<file path="src/rtl/frame_buffer_arbiter.sv">
// Arbitrates the single-port frame buffer RAM between VGA scan-out, the clear
// sequencer and the draw engine write port (priority VGA > CLEAR > WRITE).
//
// state   | meaning
// S_IDLE  | no clear running; draw engine writes granted when VGA is idle
// S_CLEAR | clear sequencer owns the RAM whenever VGA is idle
module frame_buffer_arbiter #(
  parameter int                 ADDR_W      = 17,
  parameter int                 DATA_W      = 16,
  parameter int                 FB_WIDTH    = 320,
  parameter int                 FB_HEIGHT   = 240,
  parameter logic [DATA_W-1:0]  CLEAR_COLOR = '0
) (
  input  logic              clk_i,
  input  logic              rst_i,
  input  logic              vga_req_i,
  input  logic [ADDR_W-1:0] vga_addr_i,
  output logic [DATA_W-1:0] vga_data_o,
  output logic              vga_rvalid_o,
  input  logic              wr_valid_i,
  output logic              wr_ready_o,
  input  logic [ADDR_W-1:0] wr_addr_i,
  input  logic [DATA_W-1:0] wr_data_i,
  input  logic              clear_start_i,
  output logic              clear_busy_o,
  output logic              clear_done_o,
  output logic              mem_en_o,
  output logic              mem_we_o,
  output logic [ADDR_W-1:0] mem_addr_o,
  output logic [DATA_W-1:0] mem_wdata_o,
  input  logic [DATA_W-1:0] mem_rdata_i
);

  localparam logic [ADDR_W:0]   FB_SIZE   = (ADDR_W+1)'(FB_WIDTH * FB_HEIGHT);
  localparam logic [ADDR_W-1:0] LAST_ADDR = ADDR_W'(FB_WIDTH * FB_HEIGHT - 1);

  typedef enum logic {S_IDLE, S_CLEAR} state_e;

  state_e            state_q, state_d;
  logic [ADDR_W-1:0] clr_addr_q, clr_addr_d;
  logic              vga_rvalid_q;
  logic              clear_done_q, clear_done_d;

  always_ff @(posedge clk_i or posedge rst_i) begin
    if (rst_i) begin
      state_q      <= S_IDLE;
      clr_addr_q   <= '0;
      vga_rvalid_q <= 1'b0;
      clear_done_q <= 1'b0;
    end else begin
      state_q      <= state_d;
      clr_addr_q   <= clr_addr_d;
      vga_rvalid_q <= vga_req_i;
      clear_done_q <= clear_done_d;
    end
  end

  always_comb begin
    state_d      = state_q;
    clr_addr_d   = clr_addr_q;
    clear_done_d = 1'b0;
    mem_en_o     = 1'b0;
    mem_we_o     = 1'b0;
    mem_addr_o   = '0;
    mem_wdata_o  = '0;
    wr_ready_o   = 1'b0;

    if (vga_req_i) begin
      mem_en_o   = 1'b1;
      mem_addr_o = vga_addr_i;
    end else if (state_q == S_CLEAR) begin
      mem_en_o    = 1'b1;
      mem_we_o    = 1'b1;
      mem_addr_o  = clr_addr_q;
      mem_wdata_o = CLEAR_COLOR;
      if (clr_addr_q == LAST_ADDR) begin
        state_d      = S_IDLE;
        clr_addr_d   = '0;
        clear_done_d = 1'b1;
      end else begin
        clr_addr_d = clr_addr_q + ADDR_W'(1);
      end
    end else begin
      wr_ready_o = 1'b1;
      if (wr_valid_i) begin
        mem_en_o    = 1'b1;
        // out-of-range writes are handshaked but never reach the RAM
        mem_we_o    = ({1'b0, wr_addr_i} < FB_SIZE);
        mem_addr_o  = wr_addr_i;
        mem_wdata_o = wr_data_i;
      end
    end

    if (state_q == S_IDLE && clear_start_i) begin
      state_d    = S_CLEAR;
      clr_addr_d = '0;
    end
  end

  assign vga_data_o   = mem_rdata_i;
  assign vga_rvalid_o = vga_rvalid_q;
  assign clear_busy_o = (state_q == S_CLEAR);
  assign clear_done_o = clear_done_q;

endmodule

</file>
<file path="config.mk">
export PLATFORM = sky130hd
export DESIGN_NAME = frame_buffer_arbiter
export DESIGN_NICKNAME = d
export VERILOG_FILES = /design/src/rtl/frame_buffer_arbiter.sv
export SDC_FILE = /design/constraint.sdc
export NUM_CORES = 1
export LEC_CHECK = 0
export BUFFER_PORTS_ARGS = -buffer_cell sky130_fd_sc_hd__buf_4
export CORE_UTILIZATION = 43
export DETAILED_ROUTE_END_ITERATION = 12
export PLACE_DENSITY_LB_ADDON = 0.05
export SYNTH_ARGS = -nofsm -noshare
export SYNTH_HDL_FRONTEND = slang
export SYNTH_SLANG_ARGS = --single-unit
</file>
<file path="constraint.sdc">
create_clock -name clk_i -period 2.7 [get_ports clk_i]
set_input_delay 0.135 -clock clk_i [delete_from_list [all_inputs] [get_ports clk_i]]
set_output_delay 0.135 -clock clk_i [all_outputs]
set_load 0.02 [all_outputs]
</file>
After elaboration in Yosys (flattened, before gate mapping) --
Index checks and enable logic that the tools add are counted.
Word-level totals: bits in registers 20, input port bits 71, output and inout port bits 55
Cells by class: add/sub/neg operators 1, $lt $le $gt $ge 1, equality and inequality tests 2, muxes and demuxes 25, bitwise gates (word level) 1, reductions and logical operators 3
Operators by type and width (count):
- 17-bit 2-to-1 mux | 7
- 16-bit 2-to-1 mux | 3
- 17-bit by 1-bit adder with 17-bit output (second input constant) | 1
- 17-bit == test (second input constant) | 1
- 17-bit < comparator (second input constant) | 1
- 1-bit 2-to-1 mux | 15
- 2-bit by 1-bit inequality test with 1-bit output (second input constant) | 1
- 2-bit AND reduction | 1
- 2-bit nonzero test | 1
- 1-bit logical AND | 1
- 1-bit NOT | 1

Longest topological paths before layout --
depth in word-level cells 5, depth in mapped cells 7

Least setup slack after synthesis --
OpenSTA, ideal clock, no wires.
path type register to output, from register state_q, in the netlist clear_busy_o, to output port mem_addr_o[8], arrival 1.639 ns, data required time 2.565 ns, setup slack 0.926 ns, stages on the path, launching flop included 6, cells stage by stage dfrtp_1 > nor2b_1 > clkbuf_1 > buf_2 > a22oi_1 > o21ai_0
On the way: longest elaborated chain between the ends 2
RTL lines:
- start: declaration | RTL line 39 | state_e state_q, state_d;
- start signal: assignment | RTL line 51 | state_q <= state_d;
- 17-bit 2-to-1 mux | RTL line 71 | end else if (state_q == S_CLEAR) begin
- 17-bit 2-to-1 mux | RTL line 68 | if (vga_req_i) begin
- end: declaration | RTL line 29 | output logic [ADDR_W-1:0] mem_addr_o,
Every way passes these cells.

Worst setup path after layout --
from register state_q, in the netlist clear_busy_o, to output port mem_wdata_o[6]
On the way: longest elaborated chain between the ends 2
RTL lines:
- 16-bit 2-to-1 mux | RTL line 71
- 16-bit 2-to-1 mux | RTL line 68
- end: declaration | RTL line 30 | output logic [DATA_W-1:0] mem_wdata_o,
Every way passes these cells.

==> metrics.txt <==
outcome complete, but fails checks; failing checks negative hold slack; Die Footprint 4070 um2; ANT cells 0; Reg2Reg Depth 6; Die Wd 63.8 um; post-route ant nets 0; share of layout cells above drive strength 1 0.371; RSZ-0062 raised after global routing no; Hold Fails Final Rpt 17; Yosys warnings 0; Placer Congestion 0.841; largest net degree at the start of global routing 41; register area 500 um2; syn_nets 292; clk buf depth 2; clock transition at the registers of the reported paths 0.08 ns; critical path's most frequent cell buf_4; initial antenna violation count 0; class of the worst hold path in -> async; Die Ht 63.8 um; WL per Instance 14.6 um; R2R Setup Slk 0.75 ns; area delta synth->final 41.6%; post-cts resize count 0; placed cells 335; first-pass GRT wire length 7650 um; grt total ovfl 0; drt first-iter violations 84; Tcrit/Tclk final 0.813; post-DP HPWL 3760 um; DRC violations left 0; Synth Cell Area 1640 um2; WP buf/inv 2; leak pwr 1.12 nW; critical path's top delay family simple AND/OR/NAND/NOR gates; Port Buffers 93; FF+latch count, synth 20; register area share after synthesis 0.305; vias per inst 5.49; commonest non-fill, non-tap cell in the layout buf_4; core area 3660 um2; Slew @ Worst Pin 0.864 ns; Mapped Cells 220; most frequent cells in the layout 97 x buf_4, 35 x nand2_1, 30 x o21ai_0, 20 x dfrtp_1, 18 x a22oi_1; Syn Area/Cell 7.46 um2; vias in the first global route 1,658; CP cell instances buf_4, nor2_1, and3_1, buf_4; nets 364; Slew Viols, Final 0; Max FO, Critical Path 18; Worst Path Required 2.57 ns; Cell Rows 22; worst skew pair latency 0.26 ns; All-Layer GR Usage 0.238; critical path capture point type output pin; cts bufs inserted 3; Setup crit start kind flop; H-tree levels 1; drt total wl 4950 um; Max Cap Viol 0; setup TNS 0 ns; Slowest-stage cell, CP nor2_1; hold_ws -0.00515 ns; count of cell types in the netlist 35; Post-Layout Cell Count 339; Root Driver clkbuf_8; Clock Sinks 20; Final min period 2.20 ns; final setup violation count 0; DRT Pass-1 Iters 4; fmax 455 MHz; I/O Pins 126; Peak VDD IR 0.000358 V; CP peak stage delay 0.68 ns; Clock Skews 0.00393 ns; Slew HR 0.422; Hold Buf Count CTS 0; CTS tree yes; reg-to-reg startpoint clr_addr_q[0]; footprint of the multi-input gates 947 um2; kind of critical path reg -> out; Vias 1,861; r2r endpoint clr_addr_q[9]; Data arrival, critical path 2.06 ns; Initial Util 0.448; fillers 351; PD cells 392 nW/um2; Post-CTS Setup Bufs 0
-- sequential cells by signal, summed over array words and instances (netlist names) --
| signal | count |
|---|---|
| clr_addr_q | 17 |
| clear_busy_o | 1 |
| clear_done_o | 1 |
| vga_rvalid_o | 1 |
-- layer usage --
| layer | vias up | global-route usage | share of wire |
|---|---|---|---|
| li1 | 923 | - | - |
| met1 | 848 | 0.301 | 0.42 |
| met2 | 74 | 0.415 | 0.51 |
| met3 | 16 | 0.0357 | 0.055 |
| met4 | 0 | 0.0682 | 0.012 |
| met5 | - | 0 | 0 |
-- logic make-up (layout without fill, tap and decap cells) --
kind of cell,after synthesis,count (layout),synth area share
DFF,20,20,0.305
and+or+nand+nor,95,95,0.293
adders and majority gates,1,1,0.00763
xor gates and xnor gates,1,1,0.00534
muxes,3,3,0.0183
AOI/OAI and AO/OA,66,66,0.253
buffers and inverters,34,105,0.117
-- synthesized netlist by cell type (all sizes together) --
cell type	n	share of area
a21o	2	0.0092
a21oi	9	0.030
a22o	1	0.0053
a22oi	18	0.082
a31o	1	0.0053
and3	16	0.061
and4b	1	0.0061
buf	20	0.085
clkbuf	10	0.023
dfrtp	20	0.31
ha	1	0.0076
inv	4	0.0092
mux2i	3	0.018
nand2	35	0.080
nand2b	1	0.0038
nand3	9	0.027
nand4	7	0.031
nor2	13	0.030
nor2b	3	0.011
nor3	5	0.018
nor4b	1	0.0053
o21ai	30	0.092
o311ai	3	0.021
o31ai	2	0.0092
or2	1	0.0038
or3	2	0.0084
or4	1	0.0069
xnor2	1	0.0053
-- area by class of cell --
cell class,count,area share
Clock buffer,3,0.0178
Clock inverter,1,0.0129
Inverter,4,0.00647
Multi-Input combinational cell,166,0.408
Sequential cell,20,0.216
Tap cell,48,0.0259
Timing Repair Buffer,97,0.314
-- worst reg2reg max path, stage by stage, from the launching register on --
cell,delay (ns)
dfrtp_1,0.46
ha_1,0.26
nand4_1,0.20
nor3_2,0.33
a21oi_2,0.23
a21o_1,0.21
a21o_1,0.16
-- stage by stage --
step / cell area [um2] / worst slack, ns / utilization / power (mW)
4_1_cts: 2320 / 0.577 / 0.634 / 0.910
6_report: 2320 / 0.504 / 0.634 / 0.909
3_3_place_gp: 2250 / 0.886 / 0.615 / 0.604
2_1_floorplan: 1640 / 0.926 / - / 0.516
3_5_place_dp: 2250 / 0.767 / 0.615 / 0.613
5_1_grt: 2320 / 0.394 / 0.634 / 0.944
-- worst max path at each step --
stage | from | endpoint | slack, ns | depth (start not counted)
after floorplan | clear_busy_o | mem_addr_o[8] | 0.93 | 5
after global placement | clr_addr_q[0] | clr_addr_q[9] | 0.89 | 6
after detailed placement | clr_addr_q[0] | clr_addr_q[9] | 0.77 | 6
after CTS | clear_busy_o | mem_wdata_o[6] | 0.58 | 4
after global routing | clear_busy_o | mem_wdata_o[7] | 0.39 | 4
final | clear_busy_o | mem_wdata_o[6] | 0.50 | 4
-- where the power goes --
group / leakage, nW / internal, mW / switching (mW)
sequential: 0.267 / 0.323 / 0.0414
clock: 0.0357 / 0.198 / 0.105
combinational: 0.816 / 0.124 / 0.118
Note: power is estimated with default switching activity, not from simulation.
